**src/rtl/muldiv_unit.sv**
```systemverilog
// Iterative signed/unsigned multiply and divide on one shared shift/add-subtract datapath.
// Operands are reduced to magnitudes at start; signs are reapplied in FIX before hi/lo are written.
module muldiv_unit #(
  parameter int WIDTH = 32
) (
  input  logic             clk,
  input  logic             reset,
  input  logic             start,
  input  logic [1:0]       op,
  input  logic [WIDTH-1:0] a,
  input  logic [WIDTH-1:0] b,
  output logic             busy,
  output logic             done,
  output logic             div_zero,
  output logic [WIDTH-1:0] hi,
  output logic [WIDTH-1:0] lo
);

  localparam int CNT_W = $clog2(WIDTH + 1);
  localparam logic [CNT_W-1:0] LAST = CNT_W'(WIDTH - 1);

  typedef enum logic [1:0] {IDLE, RUN, FIX, DONE} state_t;

  state_t             state, state_n;
  logic               load, load_zero;
  logic [CNT_W-1:0]   cnt;
  logic               is_div;
  logic               neg_res, neg_rem;
  logic [WIDTH-1:0]   mag_b;
  logic [WIDTH:0]     rem;
  logic [WIDTH-1:0]   q;

  logic               a_neg, b_neg;
  logic [WIDTH-1:0]   a_mag, b_mag;
  logic [WIDTH:0]     mul_sum, div_sh, div_diff;
  logic [2*WIDTH-1:0] prod_fix;
  logic [WIDTH-1:0]   quot_fix, rem_fix;

  always_comb begin
    state_n   = state;
    load      = 1'b0;
    load_zero = 1'b0;
    case (state)
      IDLE, DONE: begin
        state_n = IDLE;
        if (start) begin
          load      = 1'b1;
          load_zero = op[1] && (b == '0);
          state_n   = load_zero ? DONE : RUN;
        end
      end
      RUN:     if (cnt == LAST) state_n = FIX;
      FIX:     state_n = DONE;
      default: state_n = IDLE;
    endcase
  end

  always_comb begin
    a_neg = ~op[0] & a[WIDTH-1];
    b_neg = ~op[0] & b[WIDTH-1];
    a_mag = a_neg ? -a : a;
    b_mag = b_neg ? -b : b;
    // rem doubles as the running upper product half (multiply) and the partial remainder (divide)
    mul_sum  = {1'b0, rem[WIDTH-1:0]} + (q[0] ? {1'b0, mag_b} : '0);
    div_sh   = {rem[WIDTH-1:0], q[WIDTH-1]};
    div_diff = div_sh - {1'b0, mag_b};
    prod_fix = neg_res ? -{rem[WIDTH-1:0], q} : {rem[WIDTH-1:0], q};
    quot_fix = neg_res ? -q : q;
    rem_fix  = neg_rem ? -rem[WIDTH-1:0] : rem[WIDTH-1:0];
  end

  always_ff @(posedge clk or negedge reset) begin
    if (!reset) begin
      state    <= IDLE;
      busy     <= 1'b0;
      done     <= 1'b0;
      div_zero <= 1'b0;
      hi       <= '0;
      lo       <= '0;
      cnt      <= '0;
      is_div   <= 1'b0;
      neg_res  <= 1'b0;
      neg_rem  <= 1'b0;
      mag_b    <= '0;
      rem      <= '0;
      q        <= '0;
    end else begin
      state <= state_n;
      busy  <= (state_n == RUN) || (state_n == FIX);
      done  <= (state_n == DONE);
      if (load) begin
        if (load_zero) begin
          hi       <= a;
          lo       <= '1;
          div_zero <= 1'b1;
        end else begin
          div_zero <= 1'b0;
          cnt      <= '0;
          is_div   <= op[1];
          neg_res  <= a_neg ^ b_neg;
          neg_rem  <= a_neg;
          mag_b    <= b_mag;
          rem      <= '0;
          q        <= a_mag;
        end
      end else if (state == RUN) begin
        cnt <= cnt + 1'b1;
        if (is_div) begin
          if (!div_diff[WIDTH]) begin
            rem <= div_diff;
            q   <= {q[WIDTH-2:0], 1'b1};
          end else begin
            rem <= div_sh;
            q   <= {q[WIDTH-2:0], 1'b0};
          end
        end else begin
          rem <= {1'b0, mul_sum[WIDTH:1]};
          q   <= {mul_sum[0], q[WIDTH-1:1]};
        end
      end else if (state == FIX) begin
        if (is_div) begin
          hi <= rem_fix;
          lo <= quot_fix;
        end else begin
          hi <= prod_fix[2*WIDTH-1:WIDTH];
          lo <= prod_fix[WIDTH-1:0];
        end
      end
    end
  end

endmodule
```
**config.mk**
```make
export PLATFORM = sky130hd
export DESIGN_NAME = muldiv_unit
export DESIGN_NICKNAME = d
export VERILOG_FILES = /design/src/rtl/muldiv_unit.sv
export SDC_FILE = /design/constraint.sdc
export NUM_CORES = 1
export LEC_CHECK = 0
export CORE_MARGIN = 2
export CORE_UTILIZATION = 30
export DETAILED_ROUTE_END_ITERATION = 6
export MAX_ROUTING_LAYER = met4
export PLACE_DENSITY_LB_ADDON = 0.08
export SLEW_MARGIN = 20
export SYNTH_ARGS = -nofsm -noshare
export SYNTH_HDL_FRONTEND = slang
export SYNTH_SLANG_ARGS = --single-unit
```
**constraint.sdc**
```tcl
create_clock -name clk -period 6.1 [get_ports clk]
set_input_delay 1.22 -clock clk [delete_from_list [all_inputs] [get_ports clk]]
set_output_delay 1.22 -clock clk [all_outputs]
set_load 0.02 [all_outputs]
```
==> results.md, run 1 <==
- Leading area contributor after synthesis: dfrtp_1
- Setup Buffers After CTS: 0
- Worst skew pair latency: 510 ps
- Place WS: 1120 ps
- Post-synth EDFFs: 0
- GRT overflow: 0
- Most common cell in the netlist: nor2_1
- Worst Hold Margin: 485 ps
- Post-synth top cells: nor2_1 (188), nand2_1 (186), dfrtp_1 (174)
- Arr. time, crit path: 4890 ps
- PortBufs: 135
- Multi-input combinational cell area: 9700 µm²
- Register area: 4360 µm²
- Core area: 48500 µm²
- CP Launch Type: input pin
- Worst-path fanout max: 41
- Worst Tran Pin Value: 1020 ps
- Combinational share of power: 0.553
- RSZ-0062 raised after global routing: no
- Number of fill cells: 5172
- Top post-synthesis cells by area: dfrtp_1 (30%), ha_1 (6.1%), a21oi_1 (5.8%)
- Seq cells post-synth: 174
- Post-synth top area share: 0.297
- Setup crit end kind: flip-flop
- Max-slew violation count: 0
- HP Start: mag_b[27]
- Clock transition at path regs: 70 ps
- Drt total wl: 52400 µm
- Share of post-route cells with drive strength above 1: 0.0524
- Clock Skew: 10.6 ps
- Primary FF master, synth: dfrtp_1
- Mapped Nets: 1984
- Die ar.: 50700 µm²
- First-pass GRT wire length: 81300 µm
- Post-cts hold buffer count: 0
- F_max: 224 MHz
- Worst Hold Class: reg2reg
- Final Hold Viols: 0
- Cell depth of the worst flop-to-flop path: 12
- Max-Slew Margin vs Limit: 0.322
- TritonCTS clock tree: built
- Worst Path Required: 6530 ps
- Initial antenna violation count: 0
- Max-cap violations: 0
- Cells after Synth: 1841
- # resized after CTS: 0
- DR vias: 13700
- LEAKAGE: 0.00737 µW
- Diode count: 0
- Initial Util: 0.302
- IO Count: 136
- Post-DR vias/cell: 5.39
- Setup CP Type: in2reg
- Final setup violation count: 0
- Average wire per standard cell: 20.6 µm
- Total power: 6900 µW
- Worst R2R End: rem[14]
- DR iter-0 viols: 918
- P_sw: 3340 µW
- WHS Endpoint: mag_b[27]
- Final Cycle Share: 0.732
- Flop pwr share: 0.266
- Synthesis-to-finish area growth: 17.6%
- Total negative slack: 0 ps
- Post-synth ARST share: 1.00
- Synth cell types: 85
- Post-route ant nets: 0
- PnR worst setup slack: 1640 ps
- Ys Warns: 0
- Overall Global Routing Usage: 0.218
- Hold Crit Depth: 2
- Clock Tree Root: clkbuf_16
- Max H-tree Level: 4
- Chip width: 225 µm
- Clock Tree Buf Depth: 2
- Switching share of power: 0.484
- Vias in the first global route: 13400
- R2R Path Start: q[31]
- DR DRC count: 0
- Sequential area share after synthesis: 0.297
- Die Height: 225 µm
- Largest net degree at the start of global routing: 101
- First-pass DRT Iterations: 5
- Synthesized area: 14700 µm²
- CTS Buf Count: 17
- Tmin final: 4460 ps
- TritonCTS Sinks: 174
- Clock share of power: 0.181
- Row cnt: 81
- Reg2reg setup slack: 1850 ps
- Status: completed
- RD Place Congestion: 0.896
- PD cells: 400 nW/µm²
- Power Internal: 3560 µW
- Max VDD drop: 205 µV
- DP HPWL: 40000 µm
- Mean area per synthesized cell: 7.97 µm²
- NumNets Final: 2057
cell families after synthesis:
logic type | count (synthesis) | synth area share
DFF | 174 | 0.297
adders and majority gates | 74 | 0.0642
muxes | 63 | 0.0434
and+or+nand+nor | 628 | 0.207
buffers and inverters | 166 | 0.0447
xor gates and xnor gates | 159 | 0.0950
AOI/OAI and AO/OA | 577 | 0.249
sequential cells by signal, summed over array words and instances, names as in the netlist, 2 cells and up:
name   flops
lo        32
q         32
mag_b     32
hi        32
state      2
rem       32
cnt        6
power by group through the flow:
stage / sequential (µW) / combinational, µW / clock (µW)
floorplan: 1620 / 2910 / 0
global placement: 1850 / 3790 / 0
detailed placement: 1850 / 3800 / 0
CTS: 1830 / 3820 / 1290
global route: 1880 / 4250 / 1330
finish: 1830 / 3820 / 1250
metrics by stage:
step / instances / utilization / cell area (µm²)
after floorplan: 1841 / - / 14700
after global placement: 2517 / 0.342 / 16600
after detailed placement: 2517 / 0.342 / 16600
after CTS: 2549 / 0.355 / 17200
after global routing: 2549 / 0.355 / 17200
final: 2549 / 0.355 / 17200
per-layer routing:
layer / up-vias / GRT usage / part of all wire
met5: - / - / 0
met4: 0 / 0.0602 / 0.017
met3: 51 / 0.0319 / 0.035
met2: 294 / 0.349 / 0.47
met1: 6546 / 0.286 / 0.48
li1: 6841 / - / -
area by class of cell:
class / count / area share
multi-input cells: 1501 / 0.562
clock buffers: 17 / 0.0247
repair buffers: 157 / 0.0896
flip-flops and latches: 174 / 0.253
clock inverters: 15 / 0.0123
well taps: 622 / 0.0451
inverters: 63 / 0.0137
layout by cell type, fill, tap and decap left out, types with 20 or more instances in the layout:
| cell | netlist | routed |
|---|---|---|
| a31oi_1 | 45 | 45 |
| o21ai_0 | 139 | 139 |
| xnor2_1 | 73 | 73 |
| nand3_1 | 38 | 38 |
| clkdlybuf4s50_1 | 0 | 134 |
| ha_1 | 72 | 72 |
| xor2_1 | 86 | 86 |
| inv_1 | 63 | 63 |
| nand2b_1 | 24 | 24 |
| nor2_1 | 188 | 185 |
| nand2_1 | 186 | 185 |
| o31ai_1 | 24 | 24 |
| mux2i_1 | 58 | 58 |
| dfrtp_1 | 174 | 173 |
| a21o_1 | 31 | 31 |
| nor3_1 | 52 | 52 |
| o211ai_1 | 26 | 26 |
| buf_4 | 1 | 20 |
| a21oi_1 | 169 | 169 |
critical path: stages:
cell and delay, ps:
clkdlybuf4s50_1 490, or4_1 590, nor3_1 610, nand4b_1 620
o21ai_4 850, buf_12 290, nor2_1 60, a31oi_1 140
worst max-delay path by stage:
stage / start / endpoint / cells after the start
after floorplan: b[18] / hi[24] / 8
after global placement: b[25] / lo[1] / 8
after detailed placement: b[25] / hi[16] / 7
after CTS: b[25] / hi[16] / 7
after global routing: b[7] / lo[13] / 8
final: b[25] / lo[1] / 8
Power figures use the tool's default switching activity.
==> inputs of run 2 (changes only) <==
clock period = 4.3 ns   (was 6.1 ns; I/O delays follow)
==> run 2 against run 1 <==
Compared with the run above:
- cell area is 2.2% higher
- register-to-register slack worse by 1400 ps
- routed wire length is 4.0% higher
- clock-buffer cell count is 4 higher
- critical path depth is 4 higher
==> results.md, run 2 (same netlist as run 1, synthesis figures left out) <==
- Clock Skew: 15.1 ps
- NumNets Final: 2101
- Clock transition at path regs: 80 ps
- Max H-tree Level: 4
- Max-slew violation count: 0
- Cell depth of the worst flop-to-flop path: 12
- First-pass GRT wire length: 83900 µm
- Setup Buffers After CTS: 0
- Worst Hold Class: reg2reg
- Clock Tree Buf Depth: 2
- Status: completed
- Post-route ant nets: 0
- Worst R2R End: rem[15]
- Worst skew pair latency: 510 ps
- DR iter-0 viols: 1079
- Crit path to: rem[15]
- R2R Path Start: q[31]
- Arr. time, crit path: 4170 ps
- Final Cycle Share: 0.884
- Max-cap violations: 0
- Post-cts hold buffer count: 0
- Die Height: 225 µm
- Final Hold Viols: 0
- Average wire per standard cell: 21.0 µm
- CTS Buf Count: 17
- Diode count: 0
- Setup CP Type: reg2reg
- Vias in the first global route: 13700
- Core area: 48500 µm²
- CP Launch Type: flip-flop
- Worst Path Required: 4660 ps
- DP HPWL: 41800 µm
- Largest net degree at the start of global routing: 94
- Die ar.: 50700 µm²
- Tmin final: 3800 ps
- Max-Slew Margin vs Limit: 0.291
- GRT overflow: 0
- Final setup violation count: 0
- Max VDD drop: 254 µV
- First-pass DRT Iterations: 7
- Row cnt: 81
- TritonCTS Sinks: 174
- TritonCTS clock tree: built
- Drt total wl: 54500 µm
- Number of fill cells: 5133
- RD Place Congestion: 0.910
- PD cells: 570 nW/µm²
- Overall Global Routing Usage: 0.224
- LEAKAGE: 0.00760 µW
- Place WS: 383 ps
- DR vias: 14000
- RSZ-0062 raised after global routing: no
- Worst Tran Pin Value: 1060 ps
- DR DRC count: 0
- F_max: 263 MHz
- PortBufs: 135
- Clock Tree Root: clkbuf_16
- Setup crit end kind: flip-flop
- Worst-path fanout max: 21
- Reg2reg setup slack: 500 ps
- PnR worst setup slack: 497 ps
- Share of post-route cells with drive strength above 1: 0.0726
- IO Count: 136
- Synthesis-to-finish area growth: 20.2%
- Total negative slack: 0 ps
- # resized after CTS: 0
- Chip width: 225 µm
- Initial antenna violation count: 0
- Post-DR vias/cell: 5.41
- Most frequent cells in the layout: nand2_1 (185), nor2_1 (185), dfrtp_1 (173), a21oi_1 (169), o21ai_0 (139)
- Critical path launch point: q[31]
- Initial Util: 0.302
==> run 2: changes by cell type in the layout (fill, tap and decap cells not counted), sizes merged <==
cell / previous run / this run
inv: 66 / 67
clkinv: 5 / 1
bufinv: 4 / 3
clkbuf: 18 / 22
buf: 22 / 66
==> run 2: worst max-delay path, cell delays in order (launching register included) <==
cell      delay (ps)
dfrtp_1          440
inv_1            160
ha_1             260
fa_1             400
nand2b_1         200
a21oi_1          310
o211ai_1         270
a211o_1          360
and2_1           270
nor2_2           280
buf_12           230
mux2i_1          320
o21ai_0          140
==> run 2: power by group <==
part	internal (µW)	switching (µW)	leakage [µW]
registers	1930	539	0.00229
clock network	952	779	0.000293
logic	2300	3550	0.00501
==> run 2: how the worst min path moves through the flow <==
stage,from,end,slack (ps),cells after the start
finish,mag_b[23],mag_b[23],480,2
floorplan,cnt[5],cnt[5],440,1
detailed placement,mag_b[23],mag_b[23],470,2
global route,div_zero,div_zero,510,1
global placement,mag_b[22],mag_b[22],460,2
CTS,mag_b[23],mag_b[23],490,2
==> run 2: area by class of cell <==
| cell class | count | area (µm²) | area share |
|---|---|---|---|
| Clock buffer | 21 | 460 | 0.0261 |
| Timing Repair Buffer | 201 | 1940 | 0.110 |
| Multi-Input combinational cell | 1501 | 9700 | 0.550 |
| Tap cell | 622 | 778 | 0.0442 |
| Sequential cell | 174 | 4360 | 0.247 |
| Inverter | 63 | 236 | 0.0134 |
| Clock inverter | 11 | 155 | 0.00880 |
==> run 2: per-stage QoR <==
stage	hold slack (ps)	power, µW	area, µm²	std cells	util
finish	482	10000	17600	2593	0.363
global route	510	10800	17600	2593	0.363
CTS	490	10100	17600	2593	0.363
detailed placement	474	8290	17000	2561	0.350
global placement	462	8260	17000	2561	0.350
floorplan	444	6430	14700	1841	-
==> run 2: per-layer routing <==
layer	vias up	track usage	wire [µm]
li1	6908	-	-
met1	6768	0.300	26400
met2	295	0.357	25400
met3	53	0.0330	1890
met4	0	0.0536	839
met5	-	-	0
==> inputs of run 3 (changes only) <==
ABC_AREA = 0   (was default)
CORE_MARGIN = 5   (was 2)
==> run 3 against run 2 <==
Compared with the run above:
- combinational power grew 1%
- routed wire length fell by 0.16%
- sequential share of layout area fell by 0.081 points
- final cell count up 0.39%
- hold slack got worse by 0.53 ps
- largest cell class unchanged
==> results.md, run 3 (same netlist as run 1, synthesis figures left out) <==
- Status: completed
- Initial Util: 0.301
- DR vias: 14000
- Max-slew violation count: 0
- Max-cap violations: 0
- Place WS: 454 ps
- Final Hold Viols: 0
- Worst Tran Pin Value: 951 ps
- Worst Hold Class: reg2reg
- Vias in the first global route: 13800
- First-pass DRT Iterations: 7
- Core area: 48600 µm²
- Total negative slack: 0 ps
- Post-route ant nets: 0
- Max H-tree Level: 4
- Initial antenna violation count: 0
- Switching share of power: 0.480
- Worst Path Required: 4670 ps
- Max VDD drop: 339 µV
- # resized after CTS: 0
- Power Internal: 5250 µW
- Max-Slew Margin vs Limit: 0.350
- Synthesis-to-finish area growth: 20.6%
- DR DRC count: 0
- DR iter-0 viols: 1189
- Worst skew pair latency: 510 ps
- Final Cycle Share: 0.897
- Fin util: 0.363
- Setup CP Type: reg2reg
- Final setup violation count: 0
- PD cells: 571 nW/µm²
- Worst Hold Margin: 481 ps
- CP Launch Type: flip-flop
- Average wire per standard cell: 20.9 µm
- Tmin final: 3860 ps
- Row cnt: 81
- Most frequent cells in the layout: nor2_1 (186), nand2_1 (185), dfrtp_1 (173), a21oi_1 (169), o21ai_0 (139)
- Clock share of power: 0.172
- TritonCTS Sinks: 174
- Die Height: 231 µm
- PnR worst setup slack: 444 ps
- Clock Tree Buf Depth: 2
- Setup crit end kind: flip-flop
- Clock Skew: 13.0 ps
- DP HPWL: 42200 µm
- LEAKAGE: 0.00765 µW
- # placed instances: 2571
- Post-cts hold buffer count: 0
- Worst-path fanout max: 10
- Diode count: 0
- TritonCTS clock tree: built
- Overall Global Routing Usage: 0.209
- Setup Buffers After CTS: 0
- Clock Tree Root: clkbuf_16
- PortBufs: 135
- Chip width: 231 µm
- First-pass GRT wire length: 84200 µm
- F_max: 259 MHz
- IO Count: 136
- Leading cell type in the layout, fill and taps excluded: nor2_1
- P_sw: 4840 µW
- Combinational share of power: 0.585
- NumNets Final: 2111
- Post-DR vias/cell: 5.36
- RD Place Congestion: 0.895
- Clock transition at path regs: 70 ps
- RSZ-0062 raised after global routing: no
- Share of post-route cells with drive strength above 1: 0.0772
- Post-Layout Cell Count: 2603
- CTS Buf Count: 17
- Flop pwr share: 0.243
- Largest net degree at the start of global routing: 105
- Drt total wl: 54400 µm
- Die ar.: 53400 µm²
- Arr. time, crit path: 4220 ps
- GRT overflow: 0
-- run 3: cell count changes in the layout (fill, tap and decap cells not counted), sizes merged --
| cell | before | now |
|---|---|---|
| buf | 66 | 76 |
| clkinv | 1 | 2 |
| inv | 67 | 66 |
-- run 3: layout make-up --
| type | instances | area, µm² |
|---|---|---|
| Clock buffer | 21 | 470 |
| Clock inverter | 11 | 155 |
| Fill cell | 5150 | 31000 |
| Inverter | 63 | 236 |
| Multi-Input combinational cell | 1501 | 9690 |
| Sequential cell | 174 | 4360 |
| Tap cell | 622 | 778 |
| Timing Repair Buffer | 211 | 1990 |
-- run 3: power groups by stage --
stage / registers [µW] / clock network, µW / logic [µW]
2_1_floorplan: 2300 / 0 / 4130
3_3_place_gp: 2470 / 0 / 5860
3_5_place_dp: 2480 / 0 / 5860
4_1_cts: 2440 / 1800 / 5890
5_1_grt: 2500 / 1850 / 6510
6_report: 2450 / 1740 / 5910
-- run 3: critical path: stages (launching register included) --
cell and delay (ps):
dfrtp_1 360, inv_1 130, ha_1 250, fa_1 390, nand2b_1 200, a21oi_1 160, buf_4 150, o211ai_1 210
a211o_1 370, and2_1 240, nor2_2 580, buf_12 230, mux2i_1 290, o221ai_1 150
-- run 3: worst paths after layout --
| path | start | to | slack (ps) | depth (start not counted) |
|---|---|---|---|---|
| setup reg to reg | q[31] | rem[14] | 440 | 13 |
| setup / recovery | q[31] | rem[14] | 440 | 13 |
| min in group asynchronous | reset | hi[7] | 490 | 1 |
| hold reg to reg | mag_b[27] | mag_b[27] | 480 | 2 |
| max in group asynchronous | reset | is_div | 2870 | 2 |
| hold / removal | mag_b[27] | mag_b[27] | 480 | 2 |
-- run 3: routing by layer --
| layer | part of all wire | global-route usage | vias to the layer above | routed length, µm |
|---|---|---|---|---|
| li1 | - | - | 6939 | - |
| met1 | 0.48 | 0.282 | 6658 | 26300 |
| met2 | 0.46 | 0.332 | 312 | 25200 |
| met3 | 0.035 | 0.0333 | 52 | 1920 |
| met4 | 0.019 | 0.0509 | 0 | 1030 |
| met5 | 0 | - | - | 0 |
-- run 3: metrics by stage --
step                      cell area (µm²)  total power (µW)
after CTS                           17700             10100
after floorplan                     14700              6430
final                               17700             10100
after global placement              17100              8330
after global routing                17700             10900
after detailed placement            17100              8340
